--- config.mk ---
export PLATFORM = sky130hd
export DESIGN_NAME = serial_word_transmitter
export DESIGN_NICKNAME = d
export VERILOG_FILES = /design/src/rtl/serial_word_transmitter_pkg.sv /design/src/rtl/serial_word_transmitter_bit_period_timer.sv /design/src/rtl/serial_word_transmitter.sv
export SDC_FILE = /design/constraint.sdc
export NUM_CORES = 1
export LEC_CHECK = 0
export BUFFER_PORTS_ARGS = -buffer_cell sky130_fd_sc_hd__buf_2
export CAP_MARGIN = 20
export CORE_MARGIN = 4
export CORE_UTILIZATION = 45
export DETAILED_ROUTE_END_ITERATION = 12
export GPL_TIMING_DRIVEN = 0
export PLACE_DENSITY = 0.68
export SYNTH_ARGS = -nofsm -noshare
export SYNTH_HDL_FRONTEND = slang
export SYNTH_HIERARCHICAL = 1
export SYNTH_SLANG_ARGS = --single-unit
--- constraint.sdc ---
create_clock -name clk -period 2.1 [get_ports clk]
set_input_delay 0.315 -clock clk [delete_from_list [all_inputs] [get_ports clk]]
set_output_delay 0.315 -clock clk [all_outputs]
set_load 0.01 [all_outputs]
--- src/rtl/serial_word_transmitter_pkg.sv ---
// Shared types for the serial word transmitter.
// FSM state encoding and counter sizing helper.
package serial_word_transmitter_pkg;

  typedef enum logic [2:0] {
    ST_IDLE   = 3'd0,
    ST_START  = 3'd1,
    ST_DATA   = 3'd2,
    ST_PARITY = 3'd3,
    ST_STOP   = 3'd4
  } state_e;

  // Counter width for n distinct values, never narrower than one bit.
  function automatic int unsigned cnt_width(
    input int unsigned n
  );
    return (n <= 1) ? 1 : $clog2(n);
  endfunction

endpackage

--- src/rtl/serial_word_transmitter_bit_period_timer.sv ---
// Bit period tick counter for the serial word transmitter.
// Flags the last clock of every CYCLES_PER_BIT-long period while running.
module bit_period_timer
  import serial_word_transmitter_pkg::*;
#(
  parameter int unsigned CYCLES_PER_BIT = 4
) (
  input  logic clk,
  input  logic rst,
  input  logic run,
  output logic period_end
);

  localparam int unsigned TW = cnt_width(CYCLES_PER_BIT);
  localparam logic [TW-1:0] LAST = TW'(CYCLES_PER_BIT - 1);

  logic [TW-1:0] cnt_q;
  logic [TW-1:0] cnt_d;

  assign period_end = run && (cnt_q == LAST);

  always_comb begin
    cnt_d = cnt_q + TW'(1);
    if (!run || period_end) begin
      cnt_d = '0;
    end
  end

  always_ff @(posedge clk or negedge rst) begin
    if (!rst) begin
      cnt_q <= '0;
    end else begin
      cnt_q <= cnt_d;
    end
  end

endmodule

--- src/rtl/serial_word_transmitter.sv ---
// Framing transmitter: start bit, N data bits MSB first,
// optional even parity, then stop bits on an idle-high line.
module serial_word_transmitter
  import serial_word_transmitter_pkg::*;
#(
  parameter int unsigned N              = 8,
  parameter int unsigned CYCLES_PER_BIT = 4,
  parameter int unsigned PARITY_EN      = 1,
  parameter int unsigned STOP_BITS      = 1
) (
  input  logic         clk,
  input  logic         rst,
  input  logic         load_valid,
  output logic         load_ready,
  input  logic [N-1:0] din,
  output logic         sout,
  output logic         shift_en,
  output logic         busy,
  output logic         done
);

  localparam int unsigned BW = cnt_width(N + 1);
  localparam logic [BW-1:0] LAST_DATA = BW'(N - 1);
  localparam logic [BW-1:0] LAST_STOP = BW'(STOP_BITS - 1);

  state_e        state_q;
  state_e        state_d;
  logic [N-1:0]  shreg_q;
  logic [N-1:0]  shreg_d;
  logic          par_q;
  logic          par_d;
  logic [BW-1:0] bit_q;
  logic [BW-1:0] bit_d;
  logic          period_end;
  logic          running;

  assign running = (state_q != ST_IDLE);

  bit_period_timer #(
    .CYCLES_PER_BIT(CYCLES_PER_BIT)
  ) u_timer (
    .clk       (clk),
    .rst       (rst),
    .run       (running),
    .period_end(period_end)
  );

  always_comb begin
    state_d = state_q;
    shreg_d = shreg_q;
    par_d   = par_q;
    bit_d   = bit_q;
    unique case (state_q)
      ST_IDLE: begin
        if (load_valid) begin
          state_d = ST_START;
          shreg_d = din;
          par_d   = ^din;
          bit_d   = '0;
        end
      end
      ST_START: begin
        if (period_end) begin
          state_d = ST_DATA;
        end
      end
      ST_DATA: begin
        if (period_end) begin
          shreg_d = shreg_q << 1;
          if (bit_q == LAST_DATA) begin
            bit_d   = '0;
            state_d = (PARITY_EN != 0) ? ST_PARITY
                                       : ST_STOP;
          end else begin
            bit_d = bit_q + BW'(1);
          end
        end
      end
      ST_PARITY: begin
        if (period_end) begin
          state_d = ST_STOP;
        end
      end
      ST_STOP: begin
        if (period_end) begin
          if (bit_q == LAST_STOP) begin
            bit_d   = '0;
            state_d = ST_IDLE;
          end else begin
            bit_d = bit_q + BW'(1);
          end
        end
      end
      default: begin
        state_d = ST_IDLE;
      end
    endcase
  end

  always_ff @(posedge clk or negedge rst) begin
    if (!rst) begin
      state_q <= ST_IDLE;
      shreg_q <= '0;
      par_q   <= 1'b0;
      bit_q   <= '0;
    end else begin
      state_q <= state_d;
      shreg_q <= shreg_d;
      par_q   <= par_d;
      bit_q   <= bit_d;
    end
  end

  // Outputs decode only flops, so din/load_valid never reach sout.
  always_comb begin
    sout = 1'b1;
    unique case (state_q)
      ST_START:  sout = 1'b0;
      ST_DATA:   sout = shreg_q[N-1];
      ST_PARITY: sout = par_q;
      default:   sout = 1'b1;
    endcase
  end

  assign shift_en   = (state_q == ST_DATA) && period_end;
  assign done       = (state_q == ST_STOP) && period_end
                   && (bit_q == LAST_STOP);
  assign busy       = running;
  assign load_ready = !running;

endmodule
==> results of run 1 <==
-- Yosys cell counts, drive strengths merged (2+ instances only) --
library cell / n / area (um2)
a21oi: 4 / 20.0
a31oi: 2 / 12.5
and2: 3 / 20.0
buf: 4 / 25.0
dfrtp: 18 / 450
ha: 3 / 37.5
inv: 6 / 22.5
mux2: 3 / 41.3
mux2i: 9 / 90.1
nand2: 9 / 33.8
nand2b: 3 / 18.8
nand3b: 2 / 15.0
nor2: 5 / 18.8
nor3: 2 / 10.0
nor3b: 3 / 32.5
o211ai: 2 / 15.0
o21ai: 10 / 50.0
xnor2: 8 / 70.1
-- metrics by stage --
stage                     cell area [um2]  worst slack [ns]
after global routing                 1410           -0.0563
after CTS                            1350           0.00164
after detailed placement             1280            -0.108
after floorplan                      1160            0.0310
final                                1410            0.0206
after global placement               1280           -0.0322
-- report_power, final --
group          total, mW  internal, mW  switching [mW]
sequential         0.565         0.485          0.0797
clock              0.215         0.106           0.110
combinational       1.14         0.568           0.574
total               1.92          1.16           0.763
-- final timing paths --
check	endpoint	slack (ns)	cells past startpoint
worst max-delay path	state_q[2]$_DFFE_PN0P_	0.02	8
min in group asynchronous	bit_q[2]$_DFFE_PN0P_	0.47	2
worst min-delay path	par_q$_DFFE_PN0P_	0.30	2
worst max register to register	state_q[2]$_DFFE_PN0P_	0.02	8
worst min register to register	u_timer/cnt_q[0]$_DFF_PN0_	0.47	1
max in group asynchronous	u_timer/cnt_q[1]$_DFF_PN0_	1.33	2
-- worst max-delay path: cells and delay by family (launching register included) --
kind | cells | cell delay (ns)
AOI/OAI and AO/OA | 1 | 0.27
buffers and inverters | 2 | 0.21
DFF | 1 | 0.41
muxes | 3 | 0.66
and+or+nand+nor | 2 | 0.42
-- repair_timing --
item,4_1_cts,5_1_grt
endpoints found under the setup margin,11,11
resized for setup,3,4
hold buffers,1,0
pin swaps,1,2
hold endpoints to repair,18,0
setup buffers,2,6
-- metal layers --
layer  part of all wire (%)  wire length, um  vias to the layer above  global-route usage [%]
met5                      0                0                        -                       0
li1                       -                -                      459                       -
met4                    1.6               38                        0                    5.96
met3                    3.7               88                        5                    2.63
met2                     50             1180                       13                    24.9
met1                     45             1070                      435                    19.0
-- cell families (layout without fill, tap and decap cells) --
| kind of cell | count (synthesis) | in the layout |
|---|---|---|
| AO/OA/AOI/OAI | 25 | 25 |
| multiplexers | 12 | 12 |
| XOR/XNOR | 9 | 9 |
| AND/OR/NAND/NOR | 35 | 35 |
| buffers and inverters | 11 | 39 |
| flip-flops | 18 | 18 |
| adder cells (fa/ha/maj) | 3 | 3 |
-- cell type report --
| cell class | count | area [um2] | area share, % |
|---|---|---|---|
| plain buffers | 5 | 42.5 | 3.01 |
| repair buffers | 24 | 145 | 10.3 |
| inverters | 6 | 22.5 | 1.60 |
| clock buffers | 4 | 36.3 | 2.57 |
| well taps | 30 | 37.5 | 2.66 |
| flip-flops and latches | 18 | 450 | 31.9 |
| multi-input cells | 84 | 677 | 48.0 |
-- flip-flops by register name, summed over array words and instances (netlist names) --
register	flops
u_timer/cnt_q	2
shreg_q	8
par_q	1
bit_q	4
state_q	3
==> flow_summary.yaml, run 1 <==
run_status:
  status: "finished clean"
cts:
  clkLatencyLatePin_ns: 0.29
  cts_buffers: 3
  root_buffer: "clkbuf_4"
  cts_tree: "done"
  clk_pin_slew_ns: 0.10
  htreeDepth: 1
  clockBufferDepth: 2
  clock_sinks: 18
cells_and_area:
  n_fill_cell: 208
  final_common_cell: "dfrtp_1"
  final_cell_mix: "dfrtp_1 (18), buf_2 (15), buf_4 (10)"
  final_cells: 171
  drive_above_1_share_pct: 34.8
  fin_nets: 156
  diodes: 0
  finish.utilization_pct: 57.5
  area_delta_synth_final_pct: 23.1
timing:
  slew_viol_final: 0
  setup_viol: 0
  rsz0062_at_grt: "true"
  max_freq_mhz: 481
  skew_ns: 0.0108
  worst_hold_slack_ns: 0.304
  tightest_slew_ns: 0.405
  hold_viol: 0
  relSlewSlack_pct: 73.0
  fin_crit_sh_pct: 99.0
  period_minus_slack_ns: 2.08
  setup-tns-final_ns: 0
yosys:
  synthMuxAreaShare_pct: 11.5
  synth_top_family_by_area: "simple AND/OR/NAND/NOR gates"
  ys_ff_latch: 18
  synth_edf_count: 0
  yosys_warnings: 6
  synth.cell_area_um2: 1150
  synthAdderAreaFrac_pct: 3.28
  synth_compound_area_share_pct: 15.8
  syn_area_per_cell_um2: 10.1
  yosys.area_share.simple_pct: 18.8
  synth_nets: 127
  yosysSeqAreaShare_pct: 39.3
  yosysUniqueCellTypes: 41
  syn_inst: 113
  synthArstFlopShare_pct: 100
  synthXorXnorAreaFrac_pct: 6.88
  ys.flop_type: "dfrtp_1"
placement:
  gp_congestion: 0.797
  port_buffers: 15
  place_inst: 158
  place_hpwl_mm: 1.72
worst_setup_path:
  crit_fanout: 7
  end_kind: "flop"
  critPathKind: "reg -> reg"
  crit_arrival_ns: 2.26
  critPathSlowestCell: "dfrtp_1"
  r2r-start: "state_q[1]$_DFFE_PN0P_"
  path_cells: "buf_6 -> nor3_4 -> inv_2 -> and2_4 -> mux2i_4 -> mux2i_2 -> o221ai_2 -> mux2_4"
  critPathMaxStageDelay_ns: 0.41
  crit_start: "state_q[1]$_DFFE_PN0P_"
  cp-start-kind: "flop"
  cp.required_ns: 2.28
grt:
  grt_max_degree: 19
  grt_pass1_wl_mm: 3.94
  grt_pass1_vias: 888
  grt-ovfl-total: 0
  grtUsageTotal_pct: 14.9
  antenna_found_initial: 0
routing:
  drtAntennaViolNets: 0
  routedWlPerCell_um: 13.9
  drc_errors: 0
  drtIter0Drc: 5
  routed_wirelength_mm: 2.38
  first_pass_iters: 4
  num_vias: 912
  vias_per_cell: 5.33
floorplan:
  rows: 18
  initial_utilization_pct: 46.7
  placeableCoreArea_um2: 2450
  dieArea_um2: 3420
  fp.dieH_um: 58.5
  io_pins: 16
  dieWidth_um: 58.5
power:
  power.leakage_nw: 0.655
  pwr_density_cell_nw_per_um2: 1360
  total_power_mw: 1.92
  ir_worst_vdd_v: 0.000830
min_path:
  min-delay-start: "load_valid"
  hold_path_class: "in -> reg"
job:
  drv_cap: 0
No activity file was read; power rests on OpenSTA's default activity.
==> run 2, diff against run 1 <==
Settings changed: CORE_ASPECT_RATIO set to 0.8, CORE_MARGIN 4 to 3.
==> run 2 against run 1 <==
  * Routed wire length rose by 7.2%
  * Count of clock-buffer cells in the layout did not move
  * Utilization rose by 4.3 points
  * Clock power rose by 2%
  * First-iteration DRC count rose to 5.2 times the previous value
  * Non-clock buffer count fell by 1
  * Maximum frequency rose by 2.5%
  * Sequential share of layout area barely moved
  * Global-route usage rose by 2.2 points
  * Register-to-register slack improved by 0.05 ns
  * Worst hold slack improved by 0.017 ns
==> flow_summary.yaml, run 2 (synthesized netlist as in run 1, its figures left out) <==
run_status:
  status: "finished clean"
floorplan:
  dieWidth_um: 62.4
  rows: 15
  fp.dieH_um: 51.1
  initial_utilization_pct: 50.1
  io_pins: 16
  placeableCoreArea_um2: 2290
  dieArea_um2: 3190
timing:
  skew_ns: 0.0119
  rsz0062_at_grt: "true"
  setup_viol: 0
  tightest_slew_ns: 0.410
  max_freq_mhz: 493
  worst_slack_ns: 0.0712
  relSlewSlack_pct: 72.7
  period_minus_slack_ns: 2.03
  slew_viol_final: 0
  hold_viol: 0
  fin_crit_sh_pct: 96.6
worst_setup_path:
  crit_arrival_ns: 2.23
  crit_start: "state_q[2]$_DFFE_PN0P_"
  reg2reg_slack_ns: 0.07
  r2r-start: "state_q[2]$_DFFE_PN0P_"
  cp.required_ns: 2.30
  path_cells: "buf_8 -> nor3_4 -> inv_2 -> and2_4 -> mux2i_4 -> mux2i_2 -> o221ai_2 -> mux2_4"
  cp-start-kind: "flop"
  critPathSlowestCell: "dfrtp_2"
  critPathKind: "reg -> reg"
  crit_fanout: 7
  end_kind: "flop"
  critPathMaxStageDelay_ns: 0.43
cts:
  clk_pin_slew_ns: 0.11
  htreeDepth: 1
  clock_sinks: 18
  root_buffer: "clkbuf_4"
  cts_buffers: 3
  clkLatencyLatePin_ns: 0.30
  clockBufferDepth: 2
  cts_tree: "done"
cells_and_area:
  area_delta_synth_final_pct: 23.5
  final_common_cell: "dfrtp_1"
  final_cells: 174
  finish.utilization_pct: 61.8
  largest_reg_flops: 8
  drive_above_1_share_pct: 35.0
  final_cell_area_um2: 1420
  diodes: 0
  top_regs: "shreg_q: 8 flops, bit_q: 4 flops, state_q: 3 flops"
  largest_register: "shreg_q"
  fin_nets: 155
  final_cell_mix: "dfrtp_1 (17), buf_2 (15), buf_4 (9), nand2_1 (9), o21ai_0 (9)"
routing:
  routedWlPerCell_um: 14.6
  drtIter0Drc: 26
  drc_errors: 0
  num_vias: 915
  routed_wirelength_mm: 2.55
  first_pass_iters: 4
  vias_per_cell: 5.26
  drtAntennaViolNets: 0
placement:
  gp_congestion: 0.751
  placed_area_um2: 1280
  place_inst: 162
  place_hpwl_mm: 1.79
  pre_cts_ws_ns: -0.0966
  port_buffers: 15
min_path:
  hold_path_class: "in -> reg"
  min-delay-start: "load_valid"
job:
  drv_cap: 0
grt:
  grt_max_degree: 19
  antenna_found_initial: 0
  grtUsageTotal_pct: 17.1
  grt-ovfl-total: 0
  grt_pass1_vias: 934
  grt_pass1_wl_mm: 4.24
power:
  pwr_density_cell_nw_per_um2: 1370
  power.leakage_nw: 0.652
  total_power_mw: 1.93
  ir_worst_vdd_v: 0.000824
==> run 2: changes by cell type in the layout (fill, tap and decap cells not counted), sizes merged <==
cell / previous run / this run
buf: 27 / 26
==> run 2: area by class of cell <==
cell class,count,area (um2)
plain buffers,5,46.3
clock buffers,4,36.3
fillers,185,875
inverters,6,22.5
multi-input cells,84,678
flip-flops and latches,18,452
well taps,34,42.5
repair buffers,23,138
==> run 2: power breakdown <==
part / switching, mW / internal [mW] / total, mW
combinational: 0.587 / 0.557 / 1.14
clock: 0.113 / 0.106 / 0.219
sequential: 0.0845 / 0.486 / 0.571
total: 0.785 / 1.15 / 1.93
==> run 2: worst paths after layout <==
path                                                    to  cells after the start
worst max-delay path                state_q[2]$_DFFE_PN0P_                      8
worst min-delay path                     par_q$_DFFE_PN0P_                      2
worst max register to register      state_q[2]$_DFFE_PN0P_                      8
worst min register to register  u_timer/cnt_q[0]$_DFF_PN0_                      1
max in group asynchronous           state_q[2]$_DFFE_PN0P_                      2
min in group asynchronous             bit_q[2]$_DFFE_PN0P_                      2
==> run 2: per-stage QoR <==
stage,setup TNS [ns],hold WS [ns]
3_5_place_dp,-0.665,0.275
3_3_place_gp,-0.166,0.271
5_1_grt,-0.0390,0.305
2_1_floorplan,0,0.0194
4_1_cts,0,0.281
6_report,0,0.321
==> run 2: routing by layer <==
| layer | vias to the layer above | GRT usage, % | wire length [um] |
|---|---|---|---|
| li1 | 454 | - | - |
| met1 | 435 | 22.6 | 1240 |
| met2 | 26 | 28.8 | 1160 |
| met3 | 0 | 4.18 | 141 |
| met4 | 0 | 3.30 | 0 |
| met5 | - | 0 | 0 |
==> run 2: timing repair <==
item / CTS / global route
hold buffers: 1 / 0
endpoints found under the setup margin: 11 / 10
resized for setup: 3 / 6
endpoints found under the hold margin: 18 / 0
pin swaps: 2 / 2
buffers inserted: 2 / 5
==> run 2: worst max-delay path, delay by kind of cell, from the launching register on <==
kind | cells | cell delay, ns
and+or+nand+nor | 2 | 0.38
AOI/OAI and AO/OA | 1 | 0.28
DFF | 1 | 0.43
buffers and inverters | 2 | 0.21
muxes | 3 | 0.61
==> run 3, diff against run 2 <==
Settings changed: CELL_PAD_IN_SITES_DETAIL_PLACEMENT set to 1, CELL_PAD_IN_SITES_GLOBAL_PLACEMENT set to 1, PLACE_DENSITY 0.68 to not set, PLACE_DENSITY_LB_ADDON set to 0.1.
Clock period 2.1 ns to 2.45 ns, I/O delays scaled along.
==> run 3 against run 2 <==
  * Clock skew down 0.0075 ns
  * Global-route usage rose by 3.5 points
  * Total power down 17%
  * Clock power decreased by 15%
  * Die area unchanged
  * Via count down 0.87%
  * Final area decreased by 4.6%
  * Sequential cell count is the same
  * Cell count is 3.4% lower
  * Routed wire length up 9.5%
  * Critical path type unchanged
==> flow_summary.yaml, run 3 (synthesized netlist as in run 1, its figures left out) <==
run_status:
  status: "finished clean"
worst_setup_path:
  crit_arrival_ns: 2.55
  crit_fanout: 10
  cp-start-kind: "flop"
  worstSetupEndpoint: "state_q[2]$_DFFE_PN0P_"
  reg2reg_slack_ns: 0.1
  crit_start: "state_q[2]$_DFFE_PN0P_"
  critPathKind: "reg -> reg"
  end_kind: "flop"
  r2r-start: "state_q[2]$_DFFE_PN0P_"
  r2r_cells: 8
  r2r_end: "state_q[2]$_DFFE_PN0P_"
  cp.required_ns: 2.65
timing:
  tightest_slew_ns: 0.409
  max_freq_mhz: 425
  setup_viol: 0
  skew_ns: 0.00444
  fin_crit_sh_pct: 96.1
  period_minus_slack_ns: 2.35
  hold_viol: 0
  relSlewSlack_pct: 72.7
  slew_viol_final: 0
cts:
  root_buffer: "clkbuf_4"
  cts_buffers: 3
  clkLatencyLatePin_ns: 0.30
  clock_sinks: 18
  htreeDepth: 1
  cts_tree: "done"
  clk_pin_slew_ns: 0.10
  clockBufferDepth: 2
power:
  pwr_density_cell_nw_per_um2: 1180
  power.leakage_nw: 0.613
  ir_worst_vdd_v: 0.000518
placement:
  port_buffers: 15
  gp_congestion: 0.782
  placed_area_um2: 1270
  place_hpwl_mm: 2.06
routing:
  vias_per_cell: 5.40
  first_pass_iters: 4
  routedWlPerCell_um: 16.6
  routed_wirelength_mm: 2.79
  wl_met3_um: 70
  drc_errors: 0
  dr_wl_met2_mm: 1.35
  num_vias: 907
  route.top_layer_used: "met4"
  drtAntennaViolNets: 0
  wirelength_met1_mm: 1.33
  drtIter0Drc: 59
cells_and_area:
  drive_above_1_share_pct: 30.6
  diodes: 0
  largest_reg_flops: 8
  area_delta_synth_final_pct: 17.8
  top_regs: "shreg_q: 8 flops, bit_q: 4 flops, state_q: 3 flops"
  final_cell_mix: "dfrtp_1 (17), buf_2 (16), nand2_1 (9), o21ai_0 (9)"
  final_common_cell: "dfrtp_1"
  fin_nets: 149
  largest_register: "shreg_q"
  final_cell_area_um2: 1350
  finish.utilization_pct: 59.0
floorplan:
  rows: 15
  dieArea_um2: 3190
  placeableCoreArea_um2: 2290
  dieWidth_um: 62.4
  initial_utilization_pct: 50.1
  fp.dieH_um: 51.1
  io_pins: 16
job:
  drv_cap: 0
grt:
  grt-ovfl-total: 0
  grt_max_degree: 19
  grt_pass1_wl_mm: 4.97
  grt_pass1_vias: 1002
  grtUsageTotal_pct: 20.7
  antenna_found_initial: 0
min_path:
  hold_path_class: "in -> reg"
-- run 3: worst min path at each step --
stage                           from                     end  depth (start not counted)
after floorplan                  rst    bit_q[0]$_DFFE_PN0P_                          0
after global placement           rst    bit_q[2]$_DFFE_PN0P_                          1
after detailed placement         rst  state_q[2]$_DFFE_PN0P_                          1
after CTS                 load_valid       par_q$_DFFE_PN0P_                          2
after global routing      load_valid       par_q$_DFFE_PN0P_                          2
final                     load_valid       par_q$_DFFE_PN0P_                          2
-- run 3: timing repair --
| action | 4_1_cts | 5_1_grt |
|---|---|---|
| pin swaps | 0 | 2 |
| endpoints found under the setup margin | 9 | 13 |
| setup buffers | 0 | 1 |
| gates cloned | 0 | 0 |
| hold buffers | 1 | 0 |
| endpoints found under the hold margin | 18 | 0 |
| resized for setup | 2 | 5 |
-- run 3: metrics by stage --
stage | worst slack (ns) | power (mW) | hold WS [ns] | TNS (ns) | instances
floorplan | 0.175 | 1.13 | 0.0719 | 0 | 113
global placement | 0.0131 | 1.30 | 0.321 | 0 | 162
detailed placement | -0.0687 | 1.36 | 0.324 | -0.307 | 162
CTS | 0.00103 | 1.56 | 0.313 | 0 | 167
global route | -0.000522 | 1.75 | 0.330 | -0.000522 | 168
finish | 0.0952 | 1.60 | 0.338 | 0 | 168
-- run 3: final cells by class --
class                           instances  area [um2]
Buffer                                  5        32.5
Clock buffer                            4        36.3
Fill cell                             268         940
Inverter                                6        22.5
Multi-Input combinational cell         84         672
Sequential cell                        18         452
Tap cell                               34        42.5
Timing Repair Buffer                   17        92.6
-- run 3: critical path: stages (launching register included) --
cell and delay (ns):
dfrtp_2 0.43, clkbuf_4 0.21, nor3_4 0.24, inv_1 0.12, and2_2 0.27, mux2i_4 0.19, mux2i_1 0.14, o221ai_2 0.31
mux2_4 0.33
-- run 3: where the power goes --
part	internal, mW	total, mW	switching, mW
sequential	0.416	0.492	0.0751
clock	0.0909	0.186	0.0950
combinational	0.409	0.918	0.509
-- run 3: layer usage --
metal | vias up | global-route usage [%]
met5 | - | 0
li1 | 443 | -
met2 | 10 | 33.3
met1 | 449 | 27.3
met4 | 0 | 5.49
met3 | 5 | 5.93
